==> src/rtl/shared_reg_arbiter_pkg.sv <==
// Shared definitions for the shared-register arbiter.
//   state_t     : FSM state encoding (IDLE / GRANT / HOLD)
//   clog2_min1  : ceil(log2(n)) but never less than 1, for index/counter widths
package shared_reg_arbiter_pkg;

    typedef enum logic [1:0] {
        S_IDLE  = 2'd0,
        S_GRANT = 2'd1,
        S_HOLD  = 2'd2
    } state_t;

    function automatic int clog2_min1(input int n);
        return (n <= 2) ? 1 : $clog2(n);
    endfunction

endpackage

==> src/rtl/shared_reg_arbiter_if.sv <==
// Requester-side bus of the shared-register arbiter.
//   req   : per-requester write request (level)
//   wdata : data lanes, lane i at wdata[i*WIDTH +: WIDTH]
//   gnt   : one-hot, one-cycle grant pulse
//   q     : shared register contents
//   owner : index of the last granted requester
//   valid : q written at least once since reset
//   busy  : arbiter not idle
// Modports: master = requester side, slave = arbiter side.
interface shared_reg_arbiter_if
    import shared_reg_arbiter_pkg::*;
#(
    parameter int N_REQ = 4,
    parameter int WIDTH = 8
);
    localparam int PW = clog2_min1(N_REQ);

    logic [N_REQ-1:0]       req;
    logic [N_REQ*WIDTH-1:0] wdata;
    logic [N_REQ-1:0]       gnt;
    logic [WIDTH-1:0]       q;
    logic [PW-1:0]          owner;
    logic                   valid;
    logic                   busy;

    modport master (
        output req, wdata,
        input  gnt, q, owner, valid, busy
    );

    modport slave (
        input  req, wdata,
        output gnt, q, owner, valid, busy
    );
endinterface

==> src/rtl/shared_reg_arbiter_rr_pick.sv <==
// Combinational round-robin picker.
//   req     : request vector
//   ptr     : index searched first; search wraps from N_REQ-1 back to 0
//   sel     : first requesting index at or after ptr
//   onehot  : one-hot of sel, all zero when nothing is requested
//   any_req : at least one request present
module rr_pick
    import shared_reg_arbiter_pkg::*;
#(
    parameter int N_REQ = 4,
    parameter int PW    = clog2_min1(N_REQ)
) (
    input  logic [N_REQ-1:0] req,
    input  logic [PW-1:0]    ptr,
    output logic [PW-1:0]    sel,
    output logic [N_REQ-1:0] onehot,
    output logic             any_req
);
    int   idx;
    logic found;

    always_comb begin
        idx    = 0;
        found  = 1'b0;
        sel    = '0;
        onehot = '0;
        for (int k = 0; k < N_REQ; k++) begin
            // Explicit wrap: N_REQ need not be a power of two.
            idx = int'(ptr) + k;
            if (idx >= N_REQ) idx = idx - N_REQ;
            if (!found && req[idx]) begin
                found = 1'b1;
                sel   = PW'(idx);
            end
        end
        if (found) onehot[sel] = 1'b1;
        any_req = found;
    end
endmodule

==> src/rtl/shared_reg_arbiter.sv <==
// Round-robin arbiter owning a single shared WIDTH-bit register.
// A requester granted in IDLE has its lane loaded into q on the same edge;
// the register is then held for at least HOLD cycles before the next grant.
//   clk : rising-edge clock
//   rst : synchronous active-high reset
//   bus : requester bus (slave modport)
module shared_reg_arbiter
    import shared_reg_arbiter_pkg::*;
#(
    parameter int N_REQ = 4,
    parameter int WIDTH = 8,
    parameter int HOLD  = 2
) (
    input logic                clk,
    input logic                rst,
    shared_reg_arbiter_if.slave bus
);
    localparam int            PW       = clog2_min1(N_REQ);
    localparam int            CW       = clog2_min1(HOLD + 1);
    localparam logic [CW-1:0] CNT_INIT = CW'((HOLD > 0) ? HOLD - 1 : 0);
    localparam logic [PW-1:0] LAST_IDX = PW'(N_REQ - 1);

    state_t           state;
    logic [PW-1:0]    ptr;
    logic [CW-1:0]    cnt;
    logic [PW-1:0]    sel;
    logic [N_REQ-1:0] onehot;
    logic             any_req;

    rr_pick #(.N_REQ(N_REQ), .PW(PW)) u_pick (
        .req     (bus.req),
        .ptr     (ptr),
        .sel     (sel),
        .onehot  (onehot),
        .any_req (any_req)
    );

    always_ff @(posedge clk) begin
        if (rst) begin
            state     <= S_IDLE;
            ptr       <= '0;
            cnt       <= '0;
            bus.gnt   <= '0;
            bus.q     <= '0;
            bus.owner <= '0;
            bus.valid <= 1'b0;
            bus.busy  <= 1'b0;
        end else begin
            case (state)
                S_IDLE: begin
                    bus.gnt <= '0;
                    if (any_req) begin
                        state     <= S_GRANT;
                        bus.gnt   <= onehot;
                        bus.q     <= bus.wdata[int'(sel)*WIDTH +: WIDTH];
                        bus.owner <= sel;
                        bus.valid <= 1'b1;
                        bus.busy  <= 1'b1;
                        ptr       <= (sel == LAST_IDX) ? '0 : sel + PW'(1);
                    end
                end
                S_GRANT: begin
                    bus.gnt <= '0;
                    if (HOLD == 0) begin
                        state    <= S_IDLE;
                        bus.busy <= 1'b0;
                    end else begin
                        state <= S_HOLD;
                        cnt   <= CNT_INIT;
                    end
                end
                S_HOLD: begin
                    if (cnt == '0) begin
                        state    <= S_IDLE;
                        bus.busy <= 1'b0;
                    end else begin
                        cnt <= cnt - CW'(1);
                    end
                end
                default: begin
                    state    <= S_IDLE;
                    bus.gnt  <= '0;
                    bus.busy <= 1'b0;
                end
            endcase
        end
    end
endmodule

==> src/flat_wrapper.sv <==
// flat-port wrapper written by rule: the top's interface ports become plain ports
module shared_reg_arbiter_flat import shared_reg_arbiter_pkg::*;
#(
    parameter int N_REQ = 4,
    parameter int WIDTH = 8,
    parameter int HOLD  = 2
)
  (clk, rst, bus_req, bus_wdata, bus_gnt, bus_q, bus_owner, bus_valid, bus_busy);
  shared_reg_arbiter_if #(.N_REQ(N_REQ), .WIDTH(WIDTH)) bus_i ();
  input logic clk;
  input logic rst;
  input wire logic [$bits(bus_i.req)-1:0] bus_req;
  input wire logic [$bits(bus_i.wdata)-1:0] bus_wdata;
  output wire logic [$bits(bus_i.gnt)-1:0] bus_gnt;
  output wire logic [$bits(bus_i.q)-1:0] bus_q;
  output wire logic [$bits(bus_i.owner)-1:0] bus_owner;
  output wire logic [$bits(bus_i.valid)-1:0] bus_valid;
  output wire logic [$bits(bus_i.busy)-1:0] bus_busy;
  assign bus_i.req = bus_req;
  assign bus_i.wdata = bus_wdata;
  assign bus_gnt = bus_i.gnt;
  assign bus_q = bus_i.q;
  assign bus_owner = bus_i.owner;
  assign bus_valid = bus_i.valid;
  assign bus_busy = bus_i.busy;
  shared_reg_arbiter #(.N_REQ(N_REQ), .WIDTH(WIDTH), .HOLD(HOLD)) u_core (.clk(clk), .rst(rst), .bus(bus_i));
endmodule
==> config.mk <==
export PLATFORM = sky130hd
export DESIGN_NAME = shared_reg_arbiter_flat
export DESIGN_NICKNAME = d
export VERILOG_FILES = /design/src/rtl/shared_reg_arbiter_pkg.sv /design/src/rtl/shared_reg_arbiter_if.sv /design/src/rtl/shared_reg_arbiter_rr_pick.sv /design/src/rtl/shared_reg_arbiter.sv /design/src/flat_wrapper.sv
export SDC_FILE = /design/constraint.sdc
export NUM_CORES = 1
export LEC_CHECK = 0
export CAP_MARGIN = 10
export CORE_MARGIN = 3
export CORE_UTILIZATION = 42
export CTS_CLUSTER_DIAMETER = 100
export DETAILED_ROUTE_END_ITERATION = 8
export PLACE_DENSITY = 0.8
export SYNTH_ARGS = -nofsm -noshare
export SYNTH_HDL_FRONTEND = slang
export SYNTH_HIERARCHICAL = 1
export SYNTH_SLANG_ARGS = --single-unit
==> constraint.sdc <==
create_clock -name clk -period 2.95 [get_ports clk]
set_clock_uncertainty 0.2 [all_clocks]
set_input_delay 0.295 -clock clk [delete_from_list [all_inputs] [get_ports clk]]
set_output_delay 0.295 -clock clk [all_outputs]
set_load 0.1 [all_outputs]
==> key figures <==
Pwr
  • Psw: 0.4517 mW
  • P_int: 0.6566 mW
  • Share of power burned in registers: ~34%
  • Proportion of power drawn by the clock network: between 20% and 30%
  • PD cells: 620.7 nW/um^2
  • Sw Ratio: between 40% and 50%
  • Leak Pwr: roughly 0.7 nW
  • Comb pwr share: a little under half
  • Max VDD drop: about 0.00028 V

Timing
  • Max Freq: 410.5 MHz
  • RSZ-0062 raised after global routing: no
  • Tightest Pin Transition: approximately 0.74 ns
  • Final Hold Fails: 0
  • Setup TNS: 0 ns
  • Fin crit share: between 80% and 90%
  • Final setup fails: 0
  • Min Tclk post-route: between 2 and 2.5 ns
  • Min Hold Slack: between 0.2 and 0.3 ns
  • Fin. max-slew vios: 0
  • Max-slew headroom: 50.44%
  • Post-route setup slack: 0.5141 ns

Clock network
  • Hold Buf Count CTS: 0
  • Maximum buffer depth of the clock tree: 2
  • CTS tree: built
  • Root buffer cell: clkbuf_4
  • Total clock sinks: 22
  • Clk slew on worst S/H paths: between 0.1 and 0.15 ns
  • Clock Latency Late Sink: between 0.3 and 0.4 ns
  • Total setup buffers inserted after CTS: 0
  • CTS buffer count: 3
  • H-Tree Depth: 1
  • # resized after CTS: 0

Floorplan
  • Core Area: about 2800 um^2
  • Chip Width: 60.56 um
  • I/O pins: between 50 and 60
  • Initial core utilization: between 40% and 50%
  • Row count: 19
  • Chip Height: roughly 61 um
  • Die ar.: about 3700 um^2

Synth
  • Syn_area_per_cell: a little under 9 um^2
  • Cells after Synth: around 140
  • Mapped cell area: about 1200 um^2
  • Net count after synthesis: ~180
  • #FFs+latches synth: 22
  • Register area share after synthesis: 35.24%
  • YS warnings: 6
  • Synth cell types: 32

Placement
  • Routability Congestion: around 0.81
  • Hpwl dp: approximately 2400 um
  • Setup Slack @ Placement: 0.2747 ns
  • Number of buffers added on ports: 53

Cells and area
  • Antenna diode count: 0
  • Synthesis-to-layout area growth: 42.84%
  • Final core utilization: approximately 64%
  • Most common cell after layout, fill and taps aside: clkdlybuf4s50_1
  • Share of post-route cells with drive strength above 1: about a fifth
  • NumNets Final: 232
  • Most frequent cells in the layout: clkdlybuf4s50_1 (37), nand2_1 (26), dfxtp_1 (22)

Flow run
  • MaxCap Viol Count: 0

Drt
  • Starting DRT DRC Count: 36
  • WL per Instance: roughly 13 um
  • Detail Route Antenna Nets: 0
  • DRT Pass-1 Iters: 4
  • Drt via density: around 5.5
  • Total Wirelength: ~3000 um
  • Post-route DRC: 0
  • Vias: 1,213

Worst setup path
  • Crit. End Element: flop
  • Worst path bufs/invs: 1
  • Crit start category: flop
  • Critical-path cell list: mux2i_1, nor2_1, a311oi_2, buf_4, mux4_2, nand2_1, a21oi_1
  • CP max stage cell: dfxtp_1
  • Max FO, Critical Path: 13
  • CP Class: flop to flop
  • WP data arrival: roughly 2.4 ns
  • WP data required: roughly 3 ns
  • Crit path max-delay family: multiplexers
  • Max incr delay on CP: just under 0.6 ns

Hold path
  • Hold crit path type: flop to flop

Global route
  • Largest net degree at the start of global routing: 23
  • Vias in the first global route: around 1,100
  • Total grt overflow: 0
  • Initial antenna violation count: 0
  • Aggregate global-route resource usage: between 10% and 20%
  • First-pass GRT wire length: around 4700 um

Run status
  • Status: finished clean
-- registers in the layout (all words and copies together), names as in the netlist --
| register | cells |
|---|---|
| u_core/bus.valid | 1 |
| u_core/bus.owner | 2 |
| u_core/cnt | 2 |
| u_core/state | 2 |
| u_core/bus.gnt | 4 |
| u_core/ptr | 2 |
| u_core/bus.busy | 1 |
| u_core/bus.q | 8 |
-- power groups by stage --
stage	sequential, mW	clock, mW	combinational, mW
floorplan	0.560	0	0.199
global route	0.380	0.250	0.534
detailed placement	0.380	0	0.505
global placement	0.377	0	0.495
CTS	0.374	0.236	0.506
finish	0.374	0.230	0.504
-- routing by layer --
| metal | vias up | part of all wire [%] | GRT usage (%) |
|---|---|---|---|
| met4 | 0 | 1.0 | 7.121 |
| met3 | 4 | 9.5 | 4.894 |
| met1 | 550 | 39 | 18.68 |
| li1 | 598 | - | - |
| met2 | 61 | 51 | 30.71 |
| met5 | - | 0 | 0 |
-- final cells by class --
type	count	area, um^2
clock inverter	1	30.03
fill	237	1020
clock buffer	3	22.52
multi-input combinational	105	729.5
tap	31	38.79
inverter	5	18.77
timing repair buffer	55	505.5
sequential	22	440.4
-- through the flow --
step                instances  total power, mW  cell area, um^2
finish                    222            1.108             1785
detailed placement        218           0.8855             1733
global placement          218           0.8721             1733
CTS                       222            1.116             1785
global route              222            1.163             1785
floorplan                 144           0.7591             1250
-- final timing paths --
check	startpoint	endpoint	slack, ns	cells after the start
hold reg to reg	u_core/bus.q[0]	u_core/bus.q[0]	0.27	2
setup / recovery	u_core/ptr[1]	u_core/bus.q[0]	0.51	7
setup reg to reg	u_core/ptr[1]	u_core/bus.q[0]	0.51	7
hold / removal	u_core/bus.q[0]	u_core/bus.q[0]	0.27	2
-- worst reg2reg max path, cell delays in order, from the launching register on --
cell and delay (ns):
dfxtp_1 0.59, mux2i_1 0.25, nor2_1 0.07, a311oi_2 0.26
buf_4 0.27, mux4_2 0.53, nand2_1 0.08, a21oi_1 0.05
-- cell usage after synthesis (all sizes together) --
cell | n | area [um^2]
mux4 | 8 | 180.2
and2b | 1 | 8.760
clkbuf | 5 | 20.01
o2bb2a | 1 | 10.01
nand3b | 2 | 15.01
buf | 7 | 47.54
and2 | 1 | 6.260
a22oi | 3 | 22.52
a22o | 1 | 8.760
nor3b | 2 | 15.01
o2bb2ai | 1 | 8.760
a311oi | 1 | 8.760
nand2b | 1 | 6.260
ha | 2 | 25.02
or2 | 2 | 12.51
nor2b | 3 | 18.77
dfxtp | 22 | 440.4
o21ai | 4 | 20.02
a211oi | 1 | 7.510
o221a | 2 | 22.52
mux2i | 2 | 20.02
o21bai | 3 | 22.52
inv | 5 | 18.77
or3b | 1 | 11.26
nand2 | 26 | 97.59
a21boi | 1 | 7.510
nor2 | 11 | 41.29
a21oi | 20 | 100.1
or3 | 1 | 6.260
nor3 | 4 | 20.02
-- kinds of logic (layout without fill, tap and decap cells) --
logic type               after synthesis  in the layout  synth area share, %
AND/OR/NAND/NOR                       55             55                20.72
flip-flops                            22             22                35.24
buffers and inverters                 17             64                6.906
multiplexers                          10             10                16.02
AO/OA/AOI/OAI                         38             38                19.12
adder cells (fa/ha/maj)                2              2                2.002
Note: power is estimated with default switching activity, not from simulation.
==> RTL edit: new RTL, config.mk and constraints unchanged <==
`HOLD` is set to 2 in 2 places; all go to 1.
--- a/src/rtl/shared_reg_arbiter.sv
+++ b/src/rtl/shared_reg_arbiter.sv
@@ -9,7 +9,7 @@
 #(
     parameter int N_REQ = 4,
     parameter int WIDTH = 8,
-    parameter int HOLD  = 2
+    parameter int HOLD  = 1
 ) (
     input logic                clk,
     input logic                rst,
--- a/src/flat_wrapper.sv
+++ b/src/flat_wrapper.sv
@@ -3,7 +3,7 @@
 #(
     parameter int N_REQ = 4,
     parameter int WIDTH = 8,
-    parameter int HOLD  = 2
+    parameter int HOLD  = 1
 )
   (clk, rst, bus_req, bus_wdata, bus_gnt, bus_q, bus_owner, bus_valid, bus_busy);
   shared_reg_arbiter_if #(.N_REQ(N_REQ), .WIDTH(WIDTH)) bus_i ();
Behaviour: not the same (a bounded check fails within 4 cycles, from zero or initial values and one cycle with rst high).
==> RTL edit against the original RTL <==
Critical endpoint is now u_core/bus.q[7]; area after synthesis fell by 12%; wire length is 0.84% lower; combinational power down 8.5%; sequential cell count decreased by 2; power down 17%; via count shrank 11%; global-route usage increased by 1.1 points; design area shrank 10%; count of clock-buffer cells in the layout stayed put; core utilization increased by 4.7 points; final cell count fell by 11%; worst hold slack got worse by 3.2 ps; worst setup slack improved by 35 ps.
==> RTL edit: results (changes against the original RTL) <==
metric	value	unit	change
status	finished clean		
dpl.cell_count	195		-11%
drive_above_1_share	20.00	%	+0.63 points
largest_reg_flops	8		unchanged
yosysUniqueCellTypes	29		-9.4%
met3_usage	0.6787	%	-4.2 points
relSlewSlack	49.70	%	-0.74 points
clk_pin_slew	110	ps	-20 ps
grt_pass1_wl	4.685	mm	+0.30%
wl_met3	66	um	-77%
synth-main-ff-cell	dfxtp_1		
powerComb	0.461	mW	-8.5%
nets	211		-9.1%
wl_met2	1.718	mm	+14%
placed_cell_area	1577	um^2	-9.0%
vias	1074		-11%
met1_length	1.115	mm	-2.6%
num-fill-cells	192		-19%
ys_top_cells_by_area	dfxtp_1 (36%), mux4_2 (16%), a21oi_1 (8.2%)		
ys_seq_area_share	36.45	%	+1.2 points
netSwitchingPower	0.4039	mW	-11%
gp_congestion	0.7268		-10%
synth.avg_cell_area	8.931	um^2	+2.9%
met1_usage	19.24	%	+0.56 points
drt-initial-drc-count	28		-22%
grt_usage	18.15	%	+1.1 points
grtUsageMet2	36.70	%	+6.0 points
power_frac_comb	50.1	%	+4.6 points
ir_drop	0.0003383	V	+20%
clk_latency	290	ps	-20 ps
wl_per_cell	14.86	um	+11%
pre_cts_ws	269.0	ps	-5.717 ps
viasPerCell	5.424		-0.73%
syn_nets	162		-12%
grt_max_degree	21		-8.7%
worstPathMaxFanout	13		unchanged
clockNetworkPower	0.127	mW	-45%
dp_hpwl	2.361	mm	about the same
ys_top_cells_by_count	nand2_1 (24), dfxtp_1 (20), a21oi_1 (18)		
leakage	0.6359	nW	-9.7%
[RTL edit: cell types whose count changed in the layout (fill, tap and decap cells not counted), moves of 2 or more]
cell | before | now
a21oi_1 | 20 | 18
dfxtp_1 | 22 | 20
nand2_1 | 26 | 24
nand3b_1 | 2 | 0
nor2_1 | 11 | 8
nor2b_1 | 3 | 1
nor3_1 | 4 | 6
o21bai_1 | 3 | 1
or2_2 | 2 | 0
[RTL edit: area by class of cell]
| cell class | count | area, um^2 | area share (%) |
|---|---|---|---|
| clock buffer | 3 | 22.52 | 1.408 |
| inverter | 4 | 15.01 | 0.9390 |
| multi-input combinational | 88 | 620.6 | 38.81 |
| sequential | 20 | 400.4 | 25.04 |
| tap | 28 | 35.03 | 2.191 |
| timing repair buffer | 55 | 505.5 | 31.61 |
[RTL edit: worst paths after layout]
check,depth (start not counted),slack (ps),end,startpoint
hold reg to reg,2,260,u_core/bus.q[2],u_core/bus.q[2]
hold / removal,2,260,u_core/bus.q[2],u_core/bus.q[2]
setup / recovery,7,550,u_core/bus.q[7],u_core/ptr[1]
setup reg to reg,7,550,u_core/bus.q[7],u_core/ptr[1]
[RTL edit: kinds of logic after synthesis]
| kind of cell | synth area share, % |
|---|---|
| adder cells (fa/ha/maj) | 1.139 |
| multiplexers | 17.31 |
| buffers and inverters | 7.629 |
| flip-flops | 36.45 |
| AND/OR/NAND/NOR | 18.45 |
| AO/OA/AOI/OAI | 19.02 |
[RTL edit: critical path: cells and delay by family, from the launching register on]
family,cells,cell delay (ps)
muxes,2,770
DFF,1,580
AOI/OAI and AO/OA,2,300
buffers and inverters,1,260
and+or+nand+nor,2,160
